===== src/rtl/clk_div_pkg.sv =====
// Shared definitions for the clock divider bank.
// Holds the channel state type and divisor clamping helper.
package clk_div_pkg;

    localparam int DIV_MIN = 2;

    typedef enum logic {
        IDLE = 1'b0,
        RUN  = 1'b1
    } chan_state_t;

    // Divisors below DIV_MIN cannot produce a high and a low phase.
    function automatic logic [31:0] clamp_div(input logic [31:0] v);
        return (v < 32'(DIV_MIN)) ? 32'(DIV_MIN) : v;
    endfunction

endpackage


===== src/rtl/clk_div_chan.sv =====
// One divider channel: glitch-free divided clock with rise strobe.
// Divisor and enable changes only land on period boundaries.
module clk_div_chan
    import clk_div_pkg::*;
#(
    parameter int DIV_W     = 8,
    parameter int DIV_RESET = 5
) (
    input  logic             i_clk,
    input  logic             i_rst,
    input  logic             i_en,
    input  logic             i_div_wr,
    input  logic [DIV_W-1:0] i_div_data,
    input  logic             i_sync,
    output logic             o_clk,
    output logic             o_rise,
    output logic             o_pend
);

    localparam logic [DIV_W-1:0] DIV_INIT =
        DIV_W'(clamp_div(32'(DIV_RESET)));

    chan_state_t      r_state;
    logic [DIV_W-1:0] r_cnt;
    logic [DIV_W-1:0] r_div_act;
    logic [DIV_W-1:0] r_div_pend;
    logic             r_pend;
    logic             r_clk;
    logic             r_rise;

    chan_state_t      w_state_nx;
    logic [DIV_W-1:0] w_cnt_nx;
    logic [DIV_W-1:0] w_div_act_nx;
    logic [DIV_W-1:0] w_div_pend_nx;
    logic             w_pend_nx;
    logic             w_clk_nx;
    logic             w_rise_nx;
    logic             w_apply;
    logic             w_boundary;
    logic [DIV_W:0]   w_half_nx;
    logic [DIV_W-1:0] w_div_in;

    assign w_div_in   = DIV_W'(clamp_div(32'(i_div_data)));
    assign w_boundary = (r_cnt == (r_div_act - DIV_W'(1)));

    // Next-state, counter, divisor handoff and registered output decode.
    always_comb begin
        w_state_nx    = r_state;
        w_cnt_nx      = r_cnt;
        w_div_act_nx  = r_div_act;
        w_div_pend_nx = r_div_pend;
        w_pend_nx     = r_pend;
        w_rise_nx     = 1'b0;
        w_apply       = 1'b0;
        w_half_nx     = '0;
        w_clk_nx      = 1'b0;

        unique case (r_state)
            IDLE: begin
                // Nothing is running, so a pending divisor lands at once.
                w_apply = r_pend;
                if (i_en) begin
                    w_state_nx = RUN;
                    w_cnt_nx   = '0;
                    w_rise_nx  = 1'b1;
                end
            end
            RUN: begin
                if (i_sync && i_en) begin
                    // Phase restart wins over the boundary decision.
                    w_cnt_nx  = '0;
                    w_rise_nx = 1'b1;
                    w_apply   = r_pend;
                end else if (w_boundary) begin
                    w_cnt_nx = '0;
                    w_apply  = r_pend;
                    if (i_en) begin
                        w_rise_nx = 1'b1;
                    end else begin
                        // Low phase just ended, so parking here is runt-free.
                        w_state_nx = IDLE;
                    end
                end else begin
                    w_cnt_nx = r_cnt + DIV_W'(1);
                end
            end
            default: begin
                w_state_nx = IDLE;
                w_cnt_nx   = '0;
            end
        endcase

        if (w_apply) begin
            w_div_act_nx = r_div_pend;
            w_pend_nx    = 1'b0;
        end

        // A fresh write always wins and re-arms the pending flag.
        if (i_div_wr) begin
            w_div_pend_nx = w_div_in;
            w_pend_nx     = 1'b1;
        end

        // Odd divisors give the extra cycle to the high phase.
        w_half_nx = ({1'b0, w_div_act_nx} + (DIV_W+1)'(1)) >> 1;
        w_clk_nx  = (w_state_nx == RUN) &&
                    ({1'b0, w_cnt_nx} < w_half_nx);
    end

    // Channel state register with asynchronous reset.
    always_ff @(posedge i_clk or posedge i_rst) begin
        if (i_rst) begin
            r_state    <= IDLE;
            r_cnt      <= '0;
            r_div_act  <= DIV_INIT;
            r_div_pend <= DIV_INIT;
            r_pend     <= 1'b0;
            r_clk      <= 1'b0;
            r_rise     <= 1'b0;
        end else begin
            r_state    <= w_state_nx;
            r_cnt      <= w_cnt_nx;
            r_div_act  <= w_div_act_nx;
            r_div_pend <= w_div_pend_nx;
            r_pend     <= w_pend_nx;
            r_clk      <= w_clk_nx;
            r_rise     <= w_rise_nx;
        end
    end

    assign o_clk  = r_clk;
    assign o_rise = r_rise;
    assign o_pend = r_pend;

endmodule


===== src/rtl/clk_div_bank.sv =====
// Bank of independent clock divider channels off the system clock.
// A shared sync pulse phase-aligns all running channels.
module clk_div_bank
    import clk_div_pkg::*;
#(
    parameter int NUM_CH    = 2,
    parameter int DIV_W     = 8,
    parameter int DIV_RESET = 5
) (
    input  logic                    clk_125mhz,
    input  logic                    reset,
    input  logic [NUM_CH-1:0]       en,
    input  logic [NUM_CH-1:0]       div_wr,
    input  logic [NUM_CH*DIV_W-1:0] div_data,
    input  logic                    sync,
    output logic [NUM_CH-1:0]       clk_out,
    output logic [NUM_CH-1:0]       rise_tick,
    output logic [NUM_CH-1:0]       div_pending
);

    for (genvar g = 0; g < NUM_CH; g++) begin : g_ch
        clk_div_chan #(
            .DIV_W     (DIV_W),
            .DIV_RESET (DIV_RESET)
        ) u_chan (
            .i_clk      (clk_125mhz),
            .i_rst      (reset),
            .i_en       (en[g]),
            .i_div_wr   (div_wr[g]),
            .i_div_data (div_data[g*DIV_W +: DIV_W]),
            .i_sync     (sync),
            .o_clk      (clk_out[g]),
            .o_rise     (rise_tick[g]),
            .o_pend     (div_pending[g])
        );
    end

endmodule


===== config.mk =====
export PLATFORM = sky130hd
export DESIGN_NAME = clk_div_bank
export DESIGN_NICKNAME = d
export VERILOG_FILES = /design/src/rtl/clk_div_pkg.sv /design/src/rtl/clk_div_chan.sv /design/src/rtl/clk_div_bank.sv
export SDC_FILE = /design/constraint.sdc
export NUM_CORES = 1
export LEC_CHECK = 0
export ABC_AREA = 1
export CORE_ASPECT_RATIO = 1.4
export CORE_MARGIN = 5
export CORE_UTILIZATION = 44
export CTS_CLUSTER_SIZE = 16
export DETAILED_ROUTE_END_ITERATION = 10
export GPL_TIMING_DRIVEN = 0
export HOLD_SLACK_MARGIN = 0.1
export PLACE_DENSITY = 0.71
export SETUP_SLACK_MARGIN = 0.02
export SKIP_CTS_REPAIR_TIMING = 1
export SLEW_MARGIN = 20
export SYNTH_ARGS = -nofsm -noshare
export SYNTH_HDL_FRONTEND = slang
export SYNTH_SLANG_ARGS = --single-unit

===== constraint.sdc =====
create_clock -name clk_125mhz -period 9.8 [get_ports clk_125mhz]
set_clock_uncertainty 0.2 [all_clocks]
set_input_delay 2.45 -clock clk_125mhz [delete_from_list [all_inputs] [get_ports clk_125mhz]]
set_output_delay 2.45 -clock clk_125mhz [all_outputs]
set_load 0.01 [all_outputs]

### Word level (Yosys, flattened, before mapping)

Index checks and enable logic that the tools add are counted.
Widths: inputs -> output; s select.

* add/sub/neg operators: 6
* $lt $le $gt $ge: 4
* equal/unequal tests: 2
* multiplexer cells: 36
* bitwise gates (word level): 2
* reduce and logical (&&, ||, !) cells: 6

Operators by type and width (number)
* $mux 8: 10
* $pmux 8 s2: 2
* $add 8x1->9 const B: 2
* $mux 1: 18
* $add 8x1->8 const B: 2
* $eq 8x8->1: 2
* $lt 8x2->1 const B: 2
* $lt 8x8->1: 2
* $sub 8x1->8 const B: 2
* $pmux 1 s2: 6
* $logic_and 1x1->1: 4
* $reduce_bool 2->1: 2
* $not 1->1: 2

* flip-flop bits (word level): 56
* bits of input ports: 23
* output and inout bits: 6
* logic and storage cells: 70

### Depth between registers and ports, before layout

* word-level depth: 9
* mapped depth: 27

### Modules after synthesis

From an unflattened synthesis, not the netlist that was laid out.

* cells, all modules: 491
* area total of the unflattened synthesis: 3714.8 um^2

By module, submodules not included
* clk_div_chan (g_ch[1].u_chan): times used 1, cells an instance 254, area each 1898.1 um^2
* clk_div_chan (g_ch[0].u_chan): times used 1, cells an instance 237, area each 1816.7 um^2

### Worst setup path before layout

No wires, ideal clock.

* path kind: in2reg
* start point: input port en[1]
* end point: register g_ch[1].u_chan.r_clk
* arrival: 4.212 ns
* data required time: 9.523 ns
* slack: 5.311 ns
* stages on the path: 14
* path through: nand2_1 nand3_4 nand2_4 buf_6 nand2_2 o21ai_2 ha_1 nand2_1 nor2_2 nand4_1 ha_1 a21oi_1 o211ai_1 a21oi_1

* longest elaborated chain between the ends: 7
* elaborated cells on any way between the ends: 14

RTL lines
* start: declaration: RTL line clk_div_bank.sv:12 `input logic [NUM_CH-1:0] en,`
* $logic_and 1x1->1: RTL line clk_div_chan.sv:69 `if (i_sync && i_en) begin`
* $mux 1: RTL line clk_div_chan.sv:69
* $pmux 1 s2: RTL line clk_div_chan.sv:58 `unique case (r_state)`
* $mux 8: RTL line clk_div_chan.sv:93 `if (w_apply) begin`
* net g_ch[1].u_chan.w_div_act_nx[0]: RTL line clk_div_chan.sv:33 `logic [DIV_W-1:0] w_div_act_nx;`
* $add 8x1->9: RTL line clk_div_chan.sv:105 `w_half_nx = ({1'b0, w_div_act_nx} + (DIV_W+1)'(1)) >> 1;`
* $lt 8x8->1: RTL line clk_div_chan.sv:107 `({1'b0, w_cnt_nx} < w_half_nx);`
* $logic_and 1x1->1: RTL line clk_div_chan.sv:106 `w_clk_nx = (w_state_nx == RUN) &&`
* net g_ch[1].u_chan.w_clk_nx: RTL line clk_div_chan.sv:36 `logic w_clk_nx;`
* end signal: assignment: RTL line clk_div_chan.sv:126 `r_clk <= w_clk_nx;`
* end: declaration: RTL line clk_div_chan.sv:28 `logic r_clk;`

The timed path passes the listed nets, and every way through them passes these cells.
A chain may end at the register's enable or synchronous reset.

### Final worst setup path

* start point: input port en[0]
* end point: register g_ch[0].u_chan.r_clk

* longest elaborated chain between the ends: 7
* elaborated cells on any way between the ends: 14

RTL lines (RTL line)
* $logic_and 1x1->1: clk_div_chan.sv:69
* $mux 1: clk_div_chan.sv:69
* $pmux 1 s2: clk_div_chan.sv:58
* $mux 8: clk_div_chan.sv:93
* net g_ch[0].u_chan.w_div_act_nx[0]: clk_div_chan.sv:33
* $add 8x1->9: clk_div_chan.sv:105
* $lt 8x8->1: clk_div_chan.sv:107
* $logic_and 1x1->1: clk_div_chan.sv:106
* net g_ch[0].u_chan.w_clk_nx: clk_div_chan.sv:36
* end signal: assignment: clk_div_chan.sv:126
* end: declaration: clk_div_chan.sv:28

The timed path passes the listed nets, and every way through them passes these cells.

==> flow_summary.yaml <==
yosys:
  syn_area_per_cell_um2: 7.675
  synth.largest_area_cell: "dfrtp_1"
  synth_cell_types: 34
  syn_area_mm2: 0.003654
  synth_nets: 519
  synthTopCellsByArea: "dfrtp_1, nand2_1, ha_1"
  synth_warnings: 0
  ys_ff_latch: 56
  synth_top_area_share_pct: 32.88
  seq_area_frac_synth_pct: 38.63
  syn_inst: 476
timing:
  rsz0062_at_grt: "false"
  setup_slack_ns: 4.632
  fin_tns_setup_ns: 0
  worst_pin_slew_ns: 0.6845
  max-slew-margin-rel_pct: 54.37
  drv_slew: 0
  setup_viol: 0
  fin_crit_sh_pct: 52.73
  period_needed_ns: 5.168
  hold_viol: 0
  worst_hold_slack_ns: 0.2669
  fmax_mhz: 193.5
route:
  drt_iter0_markers: 102
  vias: 3095
  vias_per_cell: 5.049
  routed_wl_mm: 7.976
  drc: 0
  drt_first_pass_iters: 4
  post_drt_wl_per_cell_um: 13.01
  ant_nets: 0
clock_network:
  cts_root_buffer: "clkbuf_16"
  cts.sinks: 56
  cts.reportedPaths.clkPinSlew_ns: 0.07
  htreeDepth: 2
  clock_path_buffers: 2
  cts_tree: "done"
  clock_latency_ns: 0.30
  numCtsBuffers: 5
worst_setup_path:
  critPathMaxFanout: 10
  end_kind: "flop"
  critPathKind: "primary input to flop"
  cp.arrival_ns: 5.17
  startpoint_type: "primary input"
  critPathRequiredTime_ns: 9.80
floorplan:
  io_pins: 29
  rows: 39
  die_w_um: 87.02
  start_util_pct: 44.83
  coreArea_mm2: 0.008149
  die_area_mm2: 0.01025
  die_height_um: 117.8
final_layout:
  drive_gt1_share_pct: 11.74
  syn_to_final_growth_pct: 15.14
  layout_common_cells: "nand2_1, inv_1, dfrtp_1"
  nNetsFinal: 553
  final_common_cell: "nand2_1"
  n_antenna_cell: 0
power:
  ir_drop_mv: 0.1380
  finalPower_mw: 1.141
  switching_share_pct: 44.38
  power_frac_clock_pct: 16.4
  seqPwrFrac_pct: 31.9
  power.density_mw_per_mm2: 271.3
  switching_power_mw: 0.5064
  power_leakage_nw: 2.018
  combPwrFrac_pct: 51.8
  cell_internal_pwr_mw: 0.6347
global_routing:
  antenna_found_initial: 0
  grt_pass1_wl_mm: 13.74
  grt_pass1_vias: 3121
  grt_overflow: 0
  grt_max_degree: 57
  grt_usage_pct: 16.45
placement:
  preCtsSetupSlack_ns: 4.313
  io_buffers: 27
  dp_hpwl_mm: 6.425
  routabilityCongestion: 0.8403
min_path:
  hold_class: "flop to flop"
run:
  maxCapViolations: 0
run_status:
  outcome: "finished, final reports clean"
==> worst max-delay path: stages <==
cell,delay [ns]
clkdlybuf4s50_1,0.53
nand2_1,0.08
nand3_2,0.13
nand2_2,0.08
buf_6,0.15
o21ai_0,0.33
inv_1,0.17
ha_1,0.26
nand2_1,0.09
nor2_2,0.05
xnor2_1,0.13
ha_1,0.29
a21oi_1,0.18
nand2_1,0.08
a21oi_1,0.17
==> through the flow <==
| step | util (%) | cell area, um2 | instances |
|---|---|---|---|
| final | 51.62 | 4207 | 613 |
| after global routing | 51.62 | 4207 | 613 |
| after CTS | 51.62 | 4207 | 613 |
| after detailed placement | 49.75 | 4054 | 605 |
| after global placement | 49.72 | 4051 | 605 |
| after floorplan | - | 3654 | 476 |
==> power by group through the flow <==
stage	logic, mW	clock network (mW)	registers [mW]
floorplan	0.467	0	0.349
global placement	0.571	0	0.365
detailed placement	0.590	0	0.367
CTS	0.596	0.190	0.363
global route	0.685	0.198	0.373
finish	0.591	0.187	0.364
==> sequential cells by signal (all words and copies together) (netlist names) <==
name and cells:
g_ch.u_chan.o_clk 2, g_ch.u_chan.o_pend 2, g_ch.u_chan.o_rise 2, g_ch.u_chan.r_cnt 16, g_ch.u_chan.r_div_act 16, g_ch.u_chan.r_div_pend 16, g_ch.u_chan.r_state 2
==> layer usage <==
metal | global-route usage (%) | up-vias | part of all wire, %
met2 | 31.56 | 50 | 56
met1 | 18.13 | 1452 | 39
met3 | 2.031 | 13 | 3.2
met4 | 4.873 | 0 | 2.0
li1 | - | 1580 | -
met5 | 0 | - | 0
==> final timing paths <==
kind	from	endpoint	slack, ns	cells after the start
min reg2reg	g_ch[1].u_chan.r_div_pend[7]	g_ch[1].u_chan.r_div_pend[7]	0.27	2
min in group asynchronous	reset	g_ch[0].u_chan.o_pend	2.42	2
max	en[0]	g_ch[0].u_chan.o_clk	4.63	15
max reg2reg	g_ch[0].u_chan.r_div_act[0]	g_ch[0].u_chan.o_clk	5.84	22
max in group asynchronous	reset	g_ch[0].u_chan.o_rise	6.53	2
min	g_ch[1].u_chan.r_div_pend[7]	g_ch[1].u_chan.r_div_pend[7]	0.27	2
==> layout make-up <==
| cell class | instances | area, um2 |
|---|---|---|
| multi-input combinational | 343 | 1904 |
| buffer | 12 | 93.84 |
| tap | 102 | 127.6 |
| clock inverter | 2 | 13.76 |
| clock buffer | 6 | 138.9 |
| inverter | 65 | 246.5 |
| sequential | 56 | 1411 |
| fill | 794 | 3943 |
| timing repair buffer | 27 | 270.3 |
==> cell usage after synthesis <==
cell / number
nor2_1: 34
inv_2: 3
nand3_1: 30
nand2_2: 8
buf_6: 3
xnor2_1: 14
o211ai_1: 2
xor2_1: 17
a21oi_1: 9
nand2_1: 139
nor2_2: 9
o22ai_1: 13
o21ai_1: 2
nand2_4: 1
nand3b_1: 1
dfrtp_1: 48
a22o_1: 1
or4_1: 2
o21ai_0: 16
nor4_1: 2
nand4_1: 5
dfstp_2: 8
clkinv_1: 1
and2_1: 2
buf_4: 7
nand3_4: 1
nor3_1: 4
clkbuf_1: 2
nor2_4: 1
inv_1: 61
o21ai_2: 7
o21ai_4: 1
nand3_2: 2
ha_1: 20
==> logic make-up after synthesis <==
| family | after synthesis | share of synthesized area (%) |
|---|---|---|
| and+or+nand+nor | 241 | 29.14 |
| buffers and inverters | 77 | 9.246 |
| adders and majority gates | 20 | 6.849 |
| xor gates and xnor gates | 31 | 7.431 |
| AOI/OAI and AO/OA | 51 | 8.699 |
| DFF | 56 | 38.63 |
(Power assumes the default switching activity.)
